==> src/rtl/mips_pkg.sv <==
// mips_pkg: encodings and widths shared by the decoder, MEM and WB stages.
package mips_pkg;
  localparam int REG_AW = 5;
  typedef enum logic [1:0] {WB_ALU = 2'b00, WB_LOAD = 2'b01, WB_LINK = 2'b10} wb_sel_e;
  typedef enum logic [2:0] {LD_W = 3'd0, LD_H = 3'd1, LD_HU = 3'd2, LD_B = 3'd3, LD_BU = 3'd4} ld_type_e;
endpackage

==> src/rtl/wb_stage_if.sv <==
// wb_stage_if: MEM/WB pipeline bus; the MEM stage drives it, the WB stage consumes it.
interface wb_stage_if #(parameter int DATA_W = 32, parameter int REG_AW = mips_pkg::REG_AW);
  logic              valid;
  logic              regWr;
  logic [REG_AW-1:0] WriteReg;
  logic [1:0]        wbSel;
  logic [2:0]        ldType;
  logic [1:0]        addrLo;
  logic [DATA_W-1:0] aluOut;
  logic [DATA_W-1:0] rdata;
  logic [DATA_W-1:0] pc8;
  modport master (output valid, regWr, WriteReg, wbSel, ldType, addrLo, aluOut, rdata, pc8);
  modport slave  (input  valid, regWr, WriteReg, wbSel, ldType, addrLo, aluOut, rdata, pc8);
endinterface

==> src/rtl/load_align.sv <==
// load_align: picks and extends the addressed byte/half of a little-endian load word.
module load_align
  import mips_pkg::*;
(
  input  logic [31:0] rdata,
  input  logic [1:0]  addr_lo,
  input  logic [2:0]  ld_type,
  output logic [31:0] data,
  output logic        misalign
);
  logic [7:0]  byte_v;
  logic [15:0] half_v;
  assign byte_v = rdata[8*addr_lo +: 8];
  assign half_v = rdata[16*addr_lo[1] +: 16];
  assign data = ld_type == LD_B  ? {{24{byte_v[7]}}, byte_v} :
                ld_type == LD_BU ? {24'b0, byte_v} :
                ld_type == LD_H  ? {{16{half_v[15]}}, half_v} :
                ld_type == LD_HU ? {16'b0, half_v} : rdata;
  // Unknown load types behave as LW, including the word-alignment check.
  assign misalign = (ld_type == LD_H || ld_type == LD_HU) ? addr_lo[0] :
                    (ld_type == LD_B || ld_type == LD_BU) ? 1'b0 : |addr_lo;
endmodule

==> src/rtl/wb_stage.sv <==
// wb_stage: MEM/WB register, write-back mux, GPR write qualification and retire counter.
module wb_stage
  import mips_pkg::*;
#(
  parameter int DATA_W = 32,
  parameter int REG_AW = mips_pkg::REG_AW
) (
  input  logic              clk,
  input  logic              rst_n,
  input  logic              stall,
  input  logic              flush,
  wb_stage_if.slave         mem,
  output logic              regWr,
  output logic [REG_AW-1:0] WriteReg,
  output logic [DATA_W-1:0] busW,
  output logic              wb_valid,
  output logic              misalign_err,
  output logic [31:0]       retire_cnt
);
  logic              valid_q, regwr_q;
  logic [REG_AW-1:0] wr_q;
  logic [1:0]        sel_q, lo_q;
  logic [2:0]        ld_q;
  logic [DATA_W-1:0] alu_q, rdata_q, pc8_q, ld_data;
  logic [31:0]       cnt_q;
  logic              ld_mis, mis;
  always_ff @(posedge clk or negedge rst_n) begin
    if (!rst_n) begin
      valid_q <= 1'b0;
      regwr_q <= 1'b0;
      wr_q    <= '0;
      sel_q   <= '0;
      ld_q    <= '0;
      lo_q    <= '0;
      alu_q   <= '0;
      rdata_q <= '0;
      pc8_q   <= '0;
      cnt_q   <= '0;
    end else begin
      valid_q <= mem.valid & ~stall & ~flush;
      regwr_q <= mem.regWr;
      wr_q    <= mem.WriteReg;
      sel_q   <= mem.wbSel;
      ld_q    <= mem.ldType;
      lo_q    <= mem.addrLo;
      alu_q   <= mem.aluOut;
      rdata_q <= mem.rdata;
      pc8_q   <= mem.pc8;
      cnt_q   <= cnt_q + {31'b0, valid_q & ~misalign_err};
    end
  end
  load_align u_align (
    .rdata    (rdata_q),
    .addr_lo  (lo_q),
    .ld_type  (ld_q),
    .data     (ld_data),
    .misalign (ld_mis)
  );
  assign mis          = (sel_q == WB_LOAD) & ld_mis;
  assign busW         = !valid_q ? '0 : sel_q == WB_LINK ? pc8_q : sel_q == WB_LOAD ? ld_data : alu_q;
  assign WriteReg     = wr_q;
  assign regWr        = valid_q & regwr_q & ~mis & (|wr_q);
  assign misalign_err = valid_q & regwr_q & mis;
  assign wb_valid     = valid_q;
  assign retire_cnt   = cnt_q;
endmodule
==> src/flat_wrapper.sv <==
// flat-port wrapper written by rule: the top's interface ports become plain ports
module wb_stage_flat import mips_pkg::*;
#(
  parameter int DATA_W = 32,
  parameter int REG_AW = mips_pkg::REG_AW
)
  (clk, rst_n, stall, flush, regWr, WriteReg, busW, wb_valid, misalign_err, retire_cnt, mem_valid, mem_regWr, mem_WriteReg, mem_wbSel, mem_ldType, mem_addrLo, mem_aluOut, mem_rdata, mem_pc8);
  wb_stage_if #(.DATA_W(DATA_W), .REG_AW(REG_AW)) mem_i ();
  input  logic clk;
  input  logic rst_n;
  input  logic stall;
  input  logic flush;
  output logic regWr;
  output logic [REG_AW-1:0] WriteReg;
  output logic [DATA_W-1:0] busW;
  output logic wb_valid;
  output logic misalign_err;
  output logic [31:0] retire_cnt;
  input wire logic [$bits(mem_i.valid)-1:0] mem_valid;
  input wire logic [$bits(mem_i.regWr)-1:0] mem_regWr;
  input wire logic [$bits(mem_i.WriteReg)-1:0] mem_WriteReg;
  input wire logic [$bits(mem_i.wbSel)-1:0] mem_wbSel;
  input wire logic [$bits(mem_i.ldType)-1:0] mem_ldType;
  input wire logic [$bits(mem_i.addrLo)-1:0] mem_addrLo;
  input wire logic [$bits(mem_i.aluOut)-1:0] mem_aluOut;
  input wire logic [$bits(mem_i.rdata)-1:0] mem_rdata;
  input wire logic [$bits(mem_i.pc8)-1:0] mem_pc8;
  assign mem_i.valid = mem_valid;
  assign mem_i.regWr = mem_regWr;
  assign mem_i.WriteReg = mem_WriteReg;
  assign mem_i.wbSel = mem_wbSel;
  assign mem_i.ldType = mem_ldType;
  assign mem_i.addrLo = mem_addrLo;
  assign mem_i.aluOut = mem_aluOut;
  assign mem_i.rdata = mem_rdata;
  assign mem_i.pc8 = mem_pc8;
  wb_stage #(.DATA_W(DATA_W), .REG_AW(REG_AW)) u_core (.clk(clk), .rst_n(rst_n), .stall(stall), .flush(flush), .mem(mem_i), .regWr(regWr), .WriteReg(WriteReg), .busW(busW), .wb_valid(wb_valid), .misalign_err(misalign_err), .retire_cnt(retire_cnt));
endmodule
==> config.mk <==
export PLATFORM = sky130hd
export DESIGN_NAME = wb_stage_flat
export DESIGN_NICKNAME = d
export VERILOG_FILES = /design/src/rtl/mips_pkg.sv /design/src/rtl/wb_stage_if.sv /design/src/rtl/load_align.sv /design/src/rtl/wb_stage.sv /design/src/flat_wrapper.sv
export SDC_FILE = /design/constraint.sdc
export NUM_CORES = 1
export LEC_CHECK = 0
export BUFFER_PORTS_ARGS = -buffer_cell sky130_fd_sc_hd__buf_2
export CORE_MARGIN = 2
export CORE_UTILIZATION = 50
export DETAILED_ROUTE_END_ITERATION = 8
export PLACE_DENSITY = 0.8
export SYNTH_ARGS = -nofsm -noshare
export SYNTH_HDL_FRONTEND = slang
export SYNTH_SLANG_ARGS = --single-unit
==> constraint.sdc <==
create_clock -name clk -period 3.3 [get_ports clk]
set_input_delay 0.165 -clock clk [delete_from_list [all_inputs] [get_ports clk]]
set_output_delay 0.165 -clock clk [all_outputs]
set_load 0.005 [all_outputs]
# Word-level counts from Yosys, hierarchy flattened

Cells that the tools add are included.

Register bits: 142
Output and inout port bits: 72

Eq/ne operators: 6
Reductions and logical operators: 4
Bitwise logic cells: 12
Shifts and indexed selects: 2
Add/subtract/negate cells: 1
Mux-type cells: 9

Operators with widths:

| kind                 | number |
|---|---|
| $mux W32             | 7 |
| $add A32 B1 Y32      | 1 |
| $shiftx A32 B6 Y16   | 1 |
| $shiftx A32 B6 Y8    | 1 |
| $and A1 B1 Y1        | 8 |
| $eq A3 B2 Y1 const B | 2 |
| $reduce_or A5 Y1     | 1 |
| $not A1 Y1           | 4 |
| $eq A3 B1 Y1 const B | 1 |
| $eq A3 B3 Y1 const B | 1 |
| $eq A2 B1 Y1 const B | 1 |
| $eq A2 B2 Y1 const B | 1 |
| $logic_or A1 B1 Y1   | 2 |
| $mux W1              | 2 |
| $reduce_or A2 Y1     | 1 |

# Depth between registers and ports, before layout

Depth after elaboration: 9
Gate-level depth with buffers: 10
Mapped depth without buffers: 9

# Modules after synthesis

A second synthesis with hierarchy kept.

Cells, all modules: 531
Area, all modules: 6,466.2 um^2

Modules (own cells, without submodules):

| module     | area an instance (um^2) | cells each | times used | seq. area each (um^2) |
|---|---|---|---|---|
| wb_stage   | 5,411.4                 | 386        | 1          | 3,553.4 |
| load_align | 1,054.8                 | 145        | 1          | 0.0 |

# Least setup slack after synthesis

No wires, ideal clock.

Kind: register to register
From: register u_core.ld_q[1]
To: register u_core.cnt_q[30] (netlist: u_core.retire_cnt[30])
Setup slack: 0.614 ns
Buffers on the path: 1
Arrival time: 2.562 ns
Setup time: 0.123 ns
Required time: 3.177 ns
Cell stages (with the launch flop): 11
Clock period less this slack: 2.686 ns
Cells stage by stage: dfrtp_1 -> or3b_2 -> o211ai_1 -> a21oi_1 -> a21boi_0 -> ha_1 -> ha_1 -> and4_1 -> buf_2 -> or4b_1 -> xnor2_1

Longest elaborated chain between the ends: 9
Elaborated cells on any way between the ends: 13
Classes of those cells: add/sub: 1; eq/ne: 4; mux: 2; bitwise: 4; reduce/logical: 2

RTL lines:

| element                                             | line             | text |
|---|---|---|
| start, declared                                     | wb_stage.sv:23   | `logic [2:0] ld_q;` |
| start signal, assigned                              | wb_stage.sv:44   | `ld_q <= mem.ldType;` |
| $eq A3 B2 Y1 / $eq A3 B3 Y1 (equally long branches) | load_align.sv:21 | `(ld_type == LD_B \|\| ld_type == LD_BU) ? 1'b0 : \|addr_lo;` |
| $logic_or A1 B1 Y1                                  | load_align.sv:21 |  |
| $mux W1                                             | load_align.sv:21 |  |
| $mux W1 *                                           | load_align.sv:20 | `assign misalign = (ld_type == LD_H \|\| ld_type == LD_HU) ? addr_lo[0] :` |
| $and A1 B1 Y1 *                                     | wb_stage.sv:59   | `assign mis = (sel_q == WB_LOAD) & ld_mis;` |
| $and A1 B1 Y1 *                                     | wb_stage.sv:63   | `assign misalign_err = valid_q & regwr_q & mis;` |
| $not A1 Y1 *                                        | wb_stage.sv:49   | `cnt_q <= cnt_q + {31'b0, valid_q & ~misalign_err};` |
| $and A1 B1 Y1 *                                     | wb_stage.sv:49   |  |
| $add A32 B1 Y32 *                                   | wb_stage.sv:49   |  |
| end signal, assigned                                | wb_stage.sv:49   |  |
| end, declared                                       | wb_stage.sv:25   | `logic [31:0] cnt_q;` |

Mark *: on every way between the ends. The rest lies on a longest branch, timed or not.

# Worst setup path in the final report

From: register u_core.lo_q[0]
To: output port busW[23]

Longest elaborated chain between the ends: 5

RTL lines:

| element                | line               | text |
|---|---|---|
| start, declared        | wb_stage.sv:22     | `logic [1:0] sel_q, lo_q;` |
| start signal, assigned | wb_stage.sv:45     | `lo_q <= mem.addrLo;` |
| $shiftx A32 B6 Y8      | load_align.sv:13   | `assign byte_v = rdata[8*addr_lo +: 8];` |
| $mux W32               | load_align.sv:15   | `assign data = ld_type == LD_B ? {{24{byte_v[7]}}, byte_v} :` |
| $mux W32 (3 in a row)  | wb_stage.sv:60     | `assign busW = !valid_q ? '0 : sel_q == WB_LINK ? pc8_q : sel_q == WB_LOAD ? ld_data : alu_q;` |
| end, declared          | flat_wrapper.sv:15 | `output logic [DATA_W-1:0] busW;` |

Every way passes these cells.

==> results.yml <==
setup_path:
  cp-start-kind: "flop"
  path_buf_inv: 1
  timing.critical_path.cells: "mux4_2, mux2_4, a31oi_4, a21oi_1, buf_2"
  required_ns: 3.13
  crit_slowest_cell: "dfrtp_1"
  critPathMaxStageDelay_ns: 0.66
  crit_fanout: 16
  criticalPathCategory: "flop to output port"
  regToRegSetupSlack_ns: 0.43
  crit_path_end_kind: "output port"
  rr_worst_depth: 9
  crit_arrival_ns: 3.00
  cp_num_cells: 5
  cp_top_family: "multiplexers"
synthesis:
  ys_ff_latch: 142
  synth_area_per_cell_um2: 13.3
  synthTopCellsByArea: "dfrtp_1 (65%), o221ai_1 (5.0%), xnor2_1 (3.9%), mux4_1 (3.4%), nand2_1 (2.6%)"
  netlist_area_um2: 5440
  yosys_warnings: 0
  async_flop_share_pct: 100
  synthCells: 409
  synth.distinct_cells: 43
  synth_nets: 525
  ys_seq_area_share_pct: 65.3
  yosysTopAreaCell: "dfrtp_1"
  synth_edf_count: 0
  ys.flop_type: "dfrtp_1"
  yosysTopAreaCellShare_pct: 65.3
final_layout:
  area_growth_pct: 51.1
  layout.cells.non_filler: 866
  final_util_pct: 76.5
  final_nets: 828
  drive_gt1_share_pct: 31.3
detailed_routing:
  drc: 0
  wl_per_cell_um: 20.0
  dr.pass1.iters: 5
  drt_iter0_drc: 317
  viasPerCell: 5.61
  ant_nets: 0
  vias: 4859
  route.final.wire_length_um: 17300
timing:
  post-route-min-period_ns: 3.16
  tightest_slew_ns: 0.943
  timing_hold_violations_final: 0
  worst_hold_slack_ns: 0.276
  drv_slew: 0
  fmax_mhz: 316
  period_share_pct: 95.9
  setup_violations: 0
  finalClockSkew_ns: 0.00947
  final.setup.tns_ns: 0
  rsz0062_at_grt: "false"
  max-slew-margin-rel_pct: 37.0
clock_network:
  hold_buffers: 112
  clkLatencyLatePin_ns: 0.53
  post_cts_buffers: 0
  cts_buffers: 17
  cts_resized: 0
  clk_pin_slew_ns: 0.06
  clockRootBuffer: "clkbuf_8"
  tritoncts: "yes"
  cts.path.max_buffers: 2
  cts.htree.levels: 4
  numClockSinks: 142
power:
  seq_power_share_pct: 44.9
  internal_power_mw: 3.27
  p_clk_share_pct: 45.0
  p_leak_nw: 3.95
  ir_drop_uv: 406
  powerDensity_nw_per_um2: 518
  p_sw_uw: 989
  swShare_pct: 23.2
  combPwrFrac_pct: 10.1
grt:
  grt-ovfl-total: 0
  grt_pass1_vias: 5292
  use_met1_pct: 33.7
  grt_max_degree: 102
  grt_use_met3_pct: 8.68
  antenna_found_initial: 1
  grt-busiest-layer: "met2"
  grt_pass1_wl_um: 26900
  grt.met2_usage_pct: 54.4
  gr-usage-all-layers_pct: 31.1
floorplanning:
  die_h_um: 108
  io_pins: 186
  die_w_um: 108
  fp-row-count: 38
  die-area_um2: 11700
  initial_core_util_pct: 50.7
  coreArea_um2: 10700
placement:
  dpl.hpwl_um: 10300
  routabilityCongestion: 0.878
  io_buffers: 185
  post-place-cells: 721
min_path:
  hold_path.class: "primary input to flop"
  hold_depth: 2
job:
  maxCapViolCount: 0
status:
  outcome: "completed"
[path summary, 6_finish.rpt]
kind,startpoint,end
max,u_core.lo_q[0]$_DFF_PN0_,busW[23]
min,mem_pc8[14],u_core.pc8_q[14]$_DFF_PN0_
max reg2reg,u_core.ld_q[0]$_DFF_PN0_,u_core.retire_cnt[30]$_DFF_PN0_
min reg2reg,u_core.retire_cnt[31]$_DFF_PN0_,u_core.retire_cnt[31]$_DFF_PN0_
max in group asynchronous,rst_n,u_core.pc8_q[30]$_DFF_PN0_
min in group asynchronous,rst_n,u_core.alu_q[31]$_DFF_PN0_
[power by group through the flow]
| stage | logic [mW] | clock network (mW) | registers (mW) |
|---|---|---|---|
| after global routing | 0.466 | 2.02 | 1.92 |
| after floorplan | 0.129 | 0 | 1.92 |
| after detailed placement | 0.311 | 0 | 1.94 |
| after CTS | 0.421 | 1.93 | 1.91 |
| after global placement | 0.299 | 0 | 1.93 |
| final | 0.429 | 1.92 | 1.91 |
[flip-flops by register name (all words and copies together) (netlist names)]
register and cells:
u_core.retire_cnt 32, u_core.alu_q 32, u_core.pc8_q 32, u_core.WriteReg 5, u_core.sel_q 2, u_core.regwr_q 1, u_core.wb_valid 1, u_core.ld_q 3
u_core.rdata_q 32, u_core.lo_q 2
[cell usage after synthesis, types with 2 or more instances]
cell / n
dfrtp_1: 142
nand2_1: 38
o221ai_1: 31
xnor2_1: 24
a21oi_1: 20
o21ai_0: 19
clkbuf_1: 13
nand3_1: 12
nor2_1: 11
and4_1: 9
a31oi_1: 8
mux2i_1: 8
nand4_1: 8
a211oi_1: 7
and3_1: 7
mux4_1: 7
xor2_1: 7
and2_1: 3
inv_1: 3
nand3b_1: 3
buf_2: 2
buf_6: 2
ha_1: 2
nand2b_1: 2
nor3_1: 2
o211ai_1: 2
[routing by layer]
| metal | vias to the layer above | share of wire (%) |
|---|---|---|
| met3 | 72 | 8.2 |
| met4 | 0 | 4.8 |
| met1 | 2404 | 36 |
| met5 | - | 0 |
| met2 | 255 | 51 |
| li1 | 2128 | - |
[kinds of logic after synthesis]
family                   share of synthesized area, %
buffers and inverters                            1.91
multiplexers                                     5.75
XOR/XNOR                                         4.99
flip-flops                                       65.3
AO/OA/AOI/OAI                                    11.9
AND/OR/NAND/NOR                                  9.68
adder cells (fa/ha/maj)                         0.460
[final cells by class]
class / instances / area, um^2
diodes: 1 / 2.50
clock buffers: 21 / 459
clock inverters: 11 / 139
fillers: 657 / 2520
inverters: 3 / 11.3
multi-input cells: 245 / 1790
flip-flops and latches: 142 / 3550
well taps: 140 / 175
repair buffers: 303 / 2100
[worst register-to-register path: stages, from the launching register on]
cell and delay [ns]:
dfrtp_1 0.46, or3b_2 0.53, o211ai_1 0.12, a21oi_1 0.11, a21boi_0 0.26, ha_1 0.22, ha_1 0.23, and4_1 0.23
or4b_1 0.45, xnor2_1 0.14
[cells in the final DEF, fill, tap and decap left out, drive strengths merged, types with 3 or more instances in the layout]
cell,n
dlygate4sd3,112
buf,191
nand2,38
mux4,8
and2,3
dfrtp,142
inv,3
nand3b,3
o21ai,19
and4,9
clkbuf,21
a31oi,9
nand4,8
xor2,7
o221ai,31
nand3,12
xnor2,24
a211oi,7
clkinv,6
a21oi,20
bufinv,3
nor2,11
mux2i,8
and3,7
[per-stage QoR]
step           instance area (um^2)  power, mW  worst slack, ns
2_1_floorplan                  5440       2.05            0.614
3_3_place_gp                   6500       2.23            0.591
3_5_place_dp                   6500       2.25            0.536
4_1_cts                        8220       4.26            0.228
5_1_grt                        8220       4.40          0.00841
6_report                       8220       4.26            0.136
(Power assumes the default switching activity.)
